File: config.mk
export PLATFORM = sky130hd
export DESIGN_NAME = fetch_unit_flat
export DESIGN_NICKNAME = d
export VERILOG_FILES = /design/src/rtl/fetch_unit_if.sv /design/src/rtl/fetch_unit.sv /design/src/flat_wrapper.sv
export SDC_FILE = /design/constraint.sdc
export NUM_CORES = 1
export LEC_CHECK = 0
export BUFFER_PORTS_ARGS = -buffer_cell sky130_fd_sc_hd__buf_2
export CORE_MARGIN = 5
export CORE_UTILIZATION = 40
export DETAILED_ROUTE_END_ITERATION = 16
export PLACE_DENSITY = 0.7
export SLEW_MARGIN = 20
export SYNTH_ARGS = -nofsm -noshare
export SYNTH_HDL_FRONTEND = slang
export SYNTH_SLANG_ARGS = --single-unit
File: constraint.sdc
create_clock -name clk -period 4.2 [get_ports clk]
set_input_delay 0.21 -clock clk [delete_from_list [all_inputs] [get_ports clk]]
set_output_delay 0.21 -clock clk [all_outputs]
set_load 0.1 [all_outputs]
File: src/rtl/fetch_unit_if.sv
// fetch_unit_if: groups the instruction-memory, redirect and decode-side
// signals of the fetch stage.
//   master : fetch_unit side (drives imem_req_o/imem_addr_o, valid_o/pc_o/insn_o)
//   slave  : environment side (memory, branch unit, decode)
// Member names keep the original port names of fetch_unit.
interface fetch_unit_if #(
  parameter int DWIDTH = 32,
  parameter int AWIDTH = 32
);
  logic              imem_req_o;
  logic [AWIDTH-1:0] imem_addr_o;
  logic              imem_gnt_i;
  logic              imem_rvalid_i;
  logic [DWIDTH-1:0] imem_rdata_i;
  logic              redirect_i;
  logic [AWIDTH-1:0] redirect_pc_i;
  logic              valid_o;
  logic              ready_i;
  logic [AWIDTH-1:0] pc_o;
  logic [DWIDTH-1:0] insn_o;

  modport master (
    output imem_req_o, imem_addr_o,
    input  imem_gnt_i, imem_rvalid_i, imem_rdata_i,
    input  redirect_i, redirect_pc_i,
    output valid_o, pc_o, insn_o,
    input  ready_i
  );

  modport slave (
    input  imem_req_o, imem_addr_o,
    output imem_gnt_i, imem_rvalid_i, imem_rdata_i,
    output redirect_i, redirect_pc_i,
    input  valid_o, pc_o, insn_o,
    output ready_i
  );
endinterface

File: src/rtl/fetch_unit.sv
// fetch_unit: instruction fetch stage upstream of decode.
// Owns the PC, issues in-order word requests (req/gnt, in-order rvalid),
// buffers returned instructions tagged with their PC in a FIFO and presents
// {pc, insn} to decode with valid/ready. A redirect flushes the buffer and
// discards all responses still in flight for the old stream.
// Ports:
//   clk  - clock
//   rst  - synchronous active-high reset
//   bus  - fetch_unit_if.master: imem_* memory port, redirect_*, decode
//          handshake valid_o/ready_i/pc_o/insn_o
module fetch_unit #(
  parameter int                DWIDTH     = 32,
  parameter int                AWIDTH     = 32,
  parameter logic [AWIDTH-1:0] BASEADDR   = AWIDTH'(32'h0100_0000),
  parameter int                FIFO_DEPTH = 4
) (
  input logic          clk,
  input logic          rst,
  fetch_unit_if.master bus
);

  localparam int PW = $clog2(FIFO_DEPTH);
  localparam int CW = PW + 1;

  typedef logic [CW-1:0] cnt_t;

  logic [AWIDTH-1:0] fetch_pc;
  logic [AWIDTH-1:0] resp_pc;
  logic [AWIDTH-1:0] pc_mem   [FIFO_DEPTH];
  logic [DWIDTH-1:0] insn_mem [FIFO_DEPTH];
  logic [PW-1:0]     rd_ptr;
  logic [PW-1:0]     wr_ptr;
  cnt_t              count;
  cnt_t              outstanding;
  cnt_t              drop_cnt;

  logic [CW:0]       in_use;
  logic              req;
  logic              fire;
  logic              push;
  logic              pop;
  logic              empty;
  cnt_t              outstanding_nxt;
  logic [AWIDTH-1:0] redirect_base;

  always_comb begin
    // Buffered plus in-flight entries may never exceed the FIFO, so every
    // response is guaranteed a slot (or a concurrent pop).
    in_use          = {1'b0, count} + {1'b0, outstanding};
    req             = !rst && !bus.redirect_i && (in_use < (CW+1)'(FIFO_DEPTH));
    fire            = req && bus.imem_gnt_i;
    empty           = (count == '0);
    push            = bus.imem_rvalid_i && !bus.redirect_i && (drop_cnt == '0);
    pop             = !empty && bus.ready_i && !bus.redirect_i;
    outstanding_nxt = outstanding + cnt_t'(fire) - cnt_t'(bus.imem_rvalid_i);
    redirect_base   = bus.redirect_pc_i & ~AWIDTH'(3);
  end

  assign bus.imem_req_o  = req;
  assign bus.imem_addr_o = fetch_pc;
  assign bus.valid_o     = !empty;
  assign bus.pc_o        = empty ? '0 : pc_mem[rd_ptr];
  assign bus.insn_o      = empty ? '0 : insn_mem[rd_ptr];

  always_ff @(posedge clk) begin
    if (rst) begin
      fetch_pc    <= BASEADDR;
      resp_pc     <= BASEADDR;
      rd_ptr      <= '0;
      wr_ptr      <= '0;
      count       <= '0;
      outstanding <= '0;
      drop_cnt    <= '0;
    end else begin
      outstanding <= outstanding_nxt;
      if (bus.redirect_i) begin
        fetch_pc <= redirect_base;
        resp_pc  <= redirect_base;
        rd_ptr   <= '0;
        wr_ptr   <= '0;
        count    <= '0;
        // No request can issue in a redirect cycle, so everything still in
        // flight after this edge belongs to the old stream.
        drop_cnt <= outstanding_nxt;
      end else begin
        if (fire) fetch_pc <= fetch_pc + AWIDTH'(4);
        if (push) begin
          resp_pc <= resp_pc + AWIDTH'(4);
          wr_ptr  <= wr_ptr + PW'(1);
        end
        if (pop) rd_ptr <= rd_ptr + PW'(1);
        count <= count + cnt_t'(push) - cnt_t'(pop);
        if (bus.imem_rvalid_i && (drop_cnt != '0)) drop_cnt <= drop_cnt - cnt_t'(1);
      end
    end
  end

  always_ff @(posedge clk) begin
    if (push && !rst) begin
      pc_mem[wr_ptr]   <= resp_pc;
      insn_mem[wr_ptr] <= bus.imem_rdata_i;
    end
  end

endmodule

File: src/flat_wrapper.sv
// flat-port wrapper written by rule: the top's interface ports become plain ports
module fetch_unit_flat 
#(
  parameter int                DWIDTH     = 32,
  parameter int                AWIDTH     = 32,
  parameter logic [AWIDTH-1:0] BASEADDR   = AWIDTH'(32'h0100_0000),
  parameter int                FIFO_DEPTH = 4
)
  (clk, rst, bus_imem_req_o, bus_imem_addr_o, bus_imem_gnt_i, bus_imem_rvalid_i, bus_imem_rdata_i, bus_redirect_i, bus_redirect_pc_i, bus_valid_o, bus_pc_o, bus_insn_o, bus_ready_i);
  fetch_unit_if #(.DWIDTH(DWIDTH), .AWIDTH(AWIDTH)) bus_i ();
  input logic clk;
  input logic rst;
  output wire logic [$bits(bus_i.imem_req_o)-1:0] bus_imem_req_o;
  output wire logic [$bits(bus_i.imem_addr_o)-1:0] bus_imem_addr_o;
  input wire logic [$bits(bus_i.imem_gnt_i)-1:0] bus_imem_gnt_i;
  input wire logic [$bits(bus_i.imem_rvalid_i)-1:0] bus_imem_rvalid_i;
  input wire logic [$bits(bus_i.imem_rdata_i)-1:0] bus_imem_rdata_i;
  input wire logic [$bits(bus_i.redirect_i)-1:0] bus_redirect_i;
  input wire logic [$bits(bus_i.redirect_pc_i)-1:0] bus_redirect_pc_i;
  output wire logic [$bits(bus_i.valid_o)-1:0] bus_valid_o;
  output wire logic [$bits(bus_i.pc_o)-1:0] bus_pc_o;
  output wire logic [$bits(bus_i.insn_o)-1:0] bus_insn_o;
  input wire logic [$bits(bus_i.ready_i)-1:0] bus_ready_i;
  assign bus_imem_req_o = bus_i.imem_req_o;
  assign bus_imem_addr_o = bus_i.imem_addr_o;
  assign bus_i.imem_gnt_i = bus_imem_gnt_i;
  assign bus_i.imem_rvalid_i = bus_imem_rvalid_i;
  assign bus_i.imem_rdata_i = bus_imem_rdata_i;
  assign bus_i.redirect_i = bus_redirect_i;
  assign bus_i.redirect_pc_i = bus_redirect_pc_i;
  assign bus_valid_o = bus_i.valid_o;
  assign bus_pc_o = bus_i.pc_o;
  assign bus_insn_o = bus_i.insn_o;
  assign bus_i.ready_i = bus_ready_i;
  fetch_unit #(.DWIDTH(DWIDTH), .AWIDTH(AWIDTH), .BASEADDR(BASEADDR), .FIFO_DEPTH(FIFO_DEPTH)) u_core (.clk(clk), .rst(rst), .bus(bus_i));
endmodule
==> results.sh <==
export IMPL_outcome="complete, no violations"
export IMPL_hold_viol_final=0
export IMPL_relSlewSlack_pct=43.5
export IMPL_setup_worst_path_start="u_core.outstanding[2]"
export IMPL_pwr_share_clk_pct=38.4
export IMPL_place_ws_ns=1.31
export IMPL_use_met3_pct=3.62
export IMPL_synthesis_area_mm2=0.0134
export IMPL_p_leak_nw=5.76
export IMPL_cp_max_fo=17
export IMPL_synth_edf_count=248
export IMPL_grt_usage_pct=15.2
export IMPL_crit_type="flip-flop to flip-flop"
export IMPL_max_cap_violations=0
export IMPL_clock_latency_ns=0.51
export IMPL_vias=8128
export IMPL_max_slew_worst_pin_slew_ns=0.841
export IMPL_cts_sinks=323
export IMPL_cp_depth=8
export IMPL_holdWs_ns=0.0192
export IMPL_cpLargestDelayFamily="simple AND/OR/NAND/NOR gates"
export IMPL_synthCells=894
export IMPL_ant_nets=0
export IMPL_timing_final_ws_setup_ns=1.31
export IMPL_n_antenna_cell=0
export IMPL_timing_final_crit_share_pct=68.9
export IMPL_cts_tree="yes"
export IMPL_crit_chain="ha_1 -> or4b_4 -> or3_1 -> inv_6 -> ha_1 -> fa_1 -> nand2_1 -> a21oi_1"
export IMPL_syn2layout_area_growth_pct=21.4
export IMPL_layout_commonest_cell="edfxtp_1"
export IMPL_path_clk_slew_ns=0.06
export IMPL_core_mm2=0.0334
export IMPL_cts_root_buf="clkbuf_16"
export IMPL_fin_skew_ns=0.0159
export IMPL_htree_levels=2
export IMPL_nFillCells=2908
export IMPL_drive_gt1_share_pct=27.6
export IMPL_pwr_share_seq_pct=47.9
export IMPL_synth_top_area_share_pct=55.4
export IMPL_gp_congestion=0.844
export IMPL_async_flop_share_pct=0
export IMPL_ys_seq_elements=323
export IMPL_antenna_found_initial=0
export IMPL_cp_common_cell="ha_1"
export IMPL_crit_buf_inv=1
export IMPL_portBuffers=161
export IMPL_worstPathArrival_ns=3.26
export IMPL_fp_dieW_um=193
export IMPL_fp_dieH_um=193
export IMPL_use_met2_pct=24.3
export IMPL_globalRoute_totalOverflow=0
export IMPL_grt_pass1_vias=8288
export IMPL_placed_area_mm2=0.0148
export IMPL_finalSetupViolCount=0
export IMPL_ys_warn_count=0
export IMPL_tns_ns=0
export IMPL_seqCellArea_mm2=0.00895
export IMPL_start_util_pct=40.3
export IMPL_worstReg2RegStart="u_core.outstanding[2]"
export IMPL_rsz0062_at_grt="no"
export IMPL_power_switching_mw=2.06
export IMPL_mostFrequentLayoutCells="edfxtp_1 (248), buf_2 (161), dfxtp_1 (73)"
export IMPL_wl_per_cell_um=18.2
export IMPL_cts_setup_buffers=0
export IMPL_hold_path_class="input pin to flip-flop"
export IMPL_combPwrFrac_pct=13.7
export IMPL_dr_first_iter_drc_count=549
export IMPL_vias_per_cell=5.15
export IMPL_avgSynthCellArea_um2=15.0
export IMPL_multi_input_area_mm2=0.00415
export IMPL_switching_share_pct=27.1
export IMPL_first_pass_iters=5
export IMPL_place_hpwl_um=18200
export IMPL_met1_usage_pct=21.2
export IMPL_ios=168
export IMPL_placed_cells=1471
export IMPL_yosys_area_top_type="edfxtp_1"
export IMPL_regToRegEndpoint="u_core.drop_cnt[1]"
export IMPL_fin_cells=1579
export IMPL_synth_main_ff_cell="edfxtp_1"
export IMPL_maxSlewViolCount=0
export IMPL_worst_setup_path_start_kind="flip-flop"
export IMPL_clock_path_buffers=3
export IMPL_ctsResizeCount=0
export IMPL_endpoint="u_core.drop_cnt[1]"
export IMPL_cp_end_kind="flip-flop"
export IMPL_r2r_slack_ns=1.31
export IMPL_synth_area_leaders="edfxtp_1 (55%), dfxtp_1 (11%), mux4_2 (10%)"
export IMPL_cp_required_ns=4.56
export IMPL_cpPeakStageDelay_ns=0.61
export IMPL_grt_pass1_wl_um=46100
export IMPL_finalCriticalPeriod_ns=2.89
export IMPL_synthDistinctLibCells=57
export IMPL_peakVddDrop_v=0.000280
export IMPL_nets=1191
export IMPL_drt_total_wl_um=28800
export IMPL_drc=0
export IMPL_internal_power_mw=5.55
export IMPL_busiest_layer="met2"
export IMPL_grt_max_degree=65
export IMPL_finalInstanceArea_mm2=0.0163
export IMPL_synth_seq_area_share_pct=66.6
export IMPL_fmax_ghz=0.345
export IMPL_cts_made_buffers=36
export IMPL_fp_row_count=67
export IMPL_power_density_mw_per_mm2=466
export IMPL_cp_slowest_cell="or3_1"
export IMPL_r2r_cells=8
export IMPL_dieArea_mm2=0.0374
-- cells by family (layout without fill, tap and decap cells) --
family,after synthesis,count (layout),synth area share (%)
simple gates,251,251,10.3
other cells,1,4,0.0279
buf+inv,84,318,2.72
compound gates,110,110,5.37
flops,323,323,66.6
xor+xnor,46,46,3.00
fa+ha+maj,16,16,1.60
mux,63,63,10.5
-- area by class of cell --
class                           instances  share of cell area (%)
Clock buffer                           39                    5.65
Sequential cell                       323                    54.9
Multi-Input combinational cell        490                    25.4
Clock inverter                         25                    1.20
Inverter                               32                   0.767
Timing Repair Buffer                  222                    8.65
Tap cell                              448                    3.44
-- routing by layer --
metal / part of all wire (%) / routed length [um] / vias up
li1: - / - / 3835
met1: 45 / 13000 / 3986
met2: 47 / 13500 / 263
met3: 6.1 / 1750 / 44
met4: 1.8 / 518 / 0
met5: 0 / 0 / -
-- power groups by stage --
stage                     clock network (mW)  logic (mW)  registers, mW
after floorplan                            0       0.675           3.82
after global placement                     0        1.00           3.70
after detailed placement                   0        1.01           3.71
after CTS                               3.01        1.05           3.64
after global routing                    3.15        1.11           3.65
final                                   2.92        1.04           3.64
-- registers in the layout, summed over array words and instances (netlist names), named ones only --
signal,cells
u_core.resp_pc,30
u_core.drop_cnt,3
u_core.rd_ptr,2
u_core.insn_mem,128
u_core.count,3
u_core.pc_mem,120
u_core.outstanding,3
u_core.wr_ptr,2
u_core.bus.imem_addr_o,30
-- Yosys cell counts, drive strengths merged, types with 14 or more instances --
cell type / count
edfxtp: 248
dfxtp: 75
and2: 68
mux4: 62
nand2: 48
clkbuf: 36
nor2: 34
inv: 31
a21oi: 28
xnor2: 27
nand4: 25
nand3: 19
xor2: 19
a31oi: 17
buf: 16
a21boi: 15
ha: 14
nor3: 14
-- what timing repair did --
action	4_1_cts	5_1_grt
endpoints found under the setup margin	0	0
hold endpoints to repair	146	0
hold buffers	44	0
-- per-stage QoR --
step / util [%] / total power, mW
final: 48.9 / 7.60
after global placement: 44.2 / 4.71
after global routing: 48.9 / 7.92
after detailed placement: 44.2 / 4.72
after floorplan: - / 4.49
after CTS: 48.9 / 7.70
-- worst register-to-register path, cell delays in order, from the launching register on --
cell and delay (ns):
dfxtp_1 0.32, ha_1 0.30, or4b_4 0.51, or3_1 0.62
inv_6 0.25, ha_1 0.19, fa_1 0.42, nand2_1 0.08
a21oi_1 0.06
-- how the worst min path moves through the flow --
stage                     cells after the start                         end             startpoint  slack [ns]
after floorplan                               0       u_core.insn_mem[0][0]    bus_imem_rdata_i[0]        0.31
after global placement                        1      u_core.insn_mem[3][23]   bus_imem_rdata_i[23]        0.43
after detailed placement                      1      u_core.insn_mem[0][11]   bus_imem_rdata_i[11]        0.43
after CTS                                     3           u_core.resp_pc[8]   bus_redirect_pc_i[8]       0.006
after global routing                          3  u_core.bus.imem_addr_o[31]  bus_redirect_pc_i[31]       0.009
final                                         3   u_core.bus.imem_addr_o[4]   bus_redirect_pc_i[4]        0.02
Note: power is estimated with default switching activity, not from simulation.
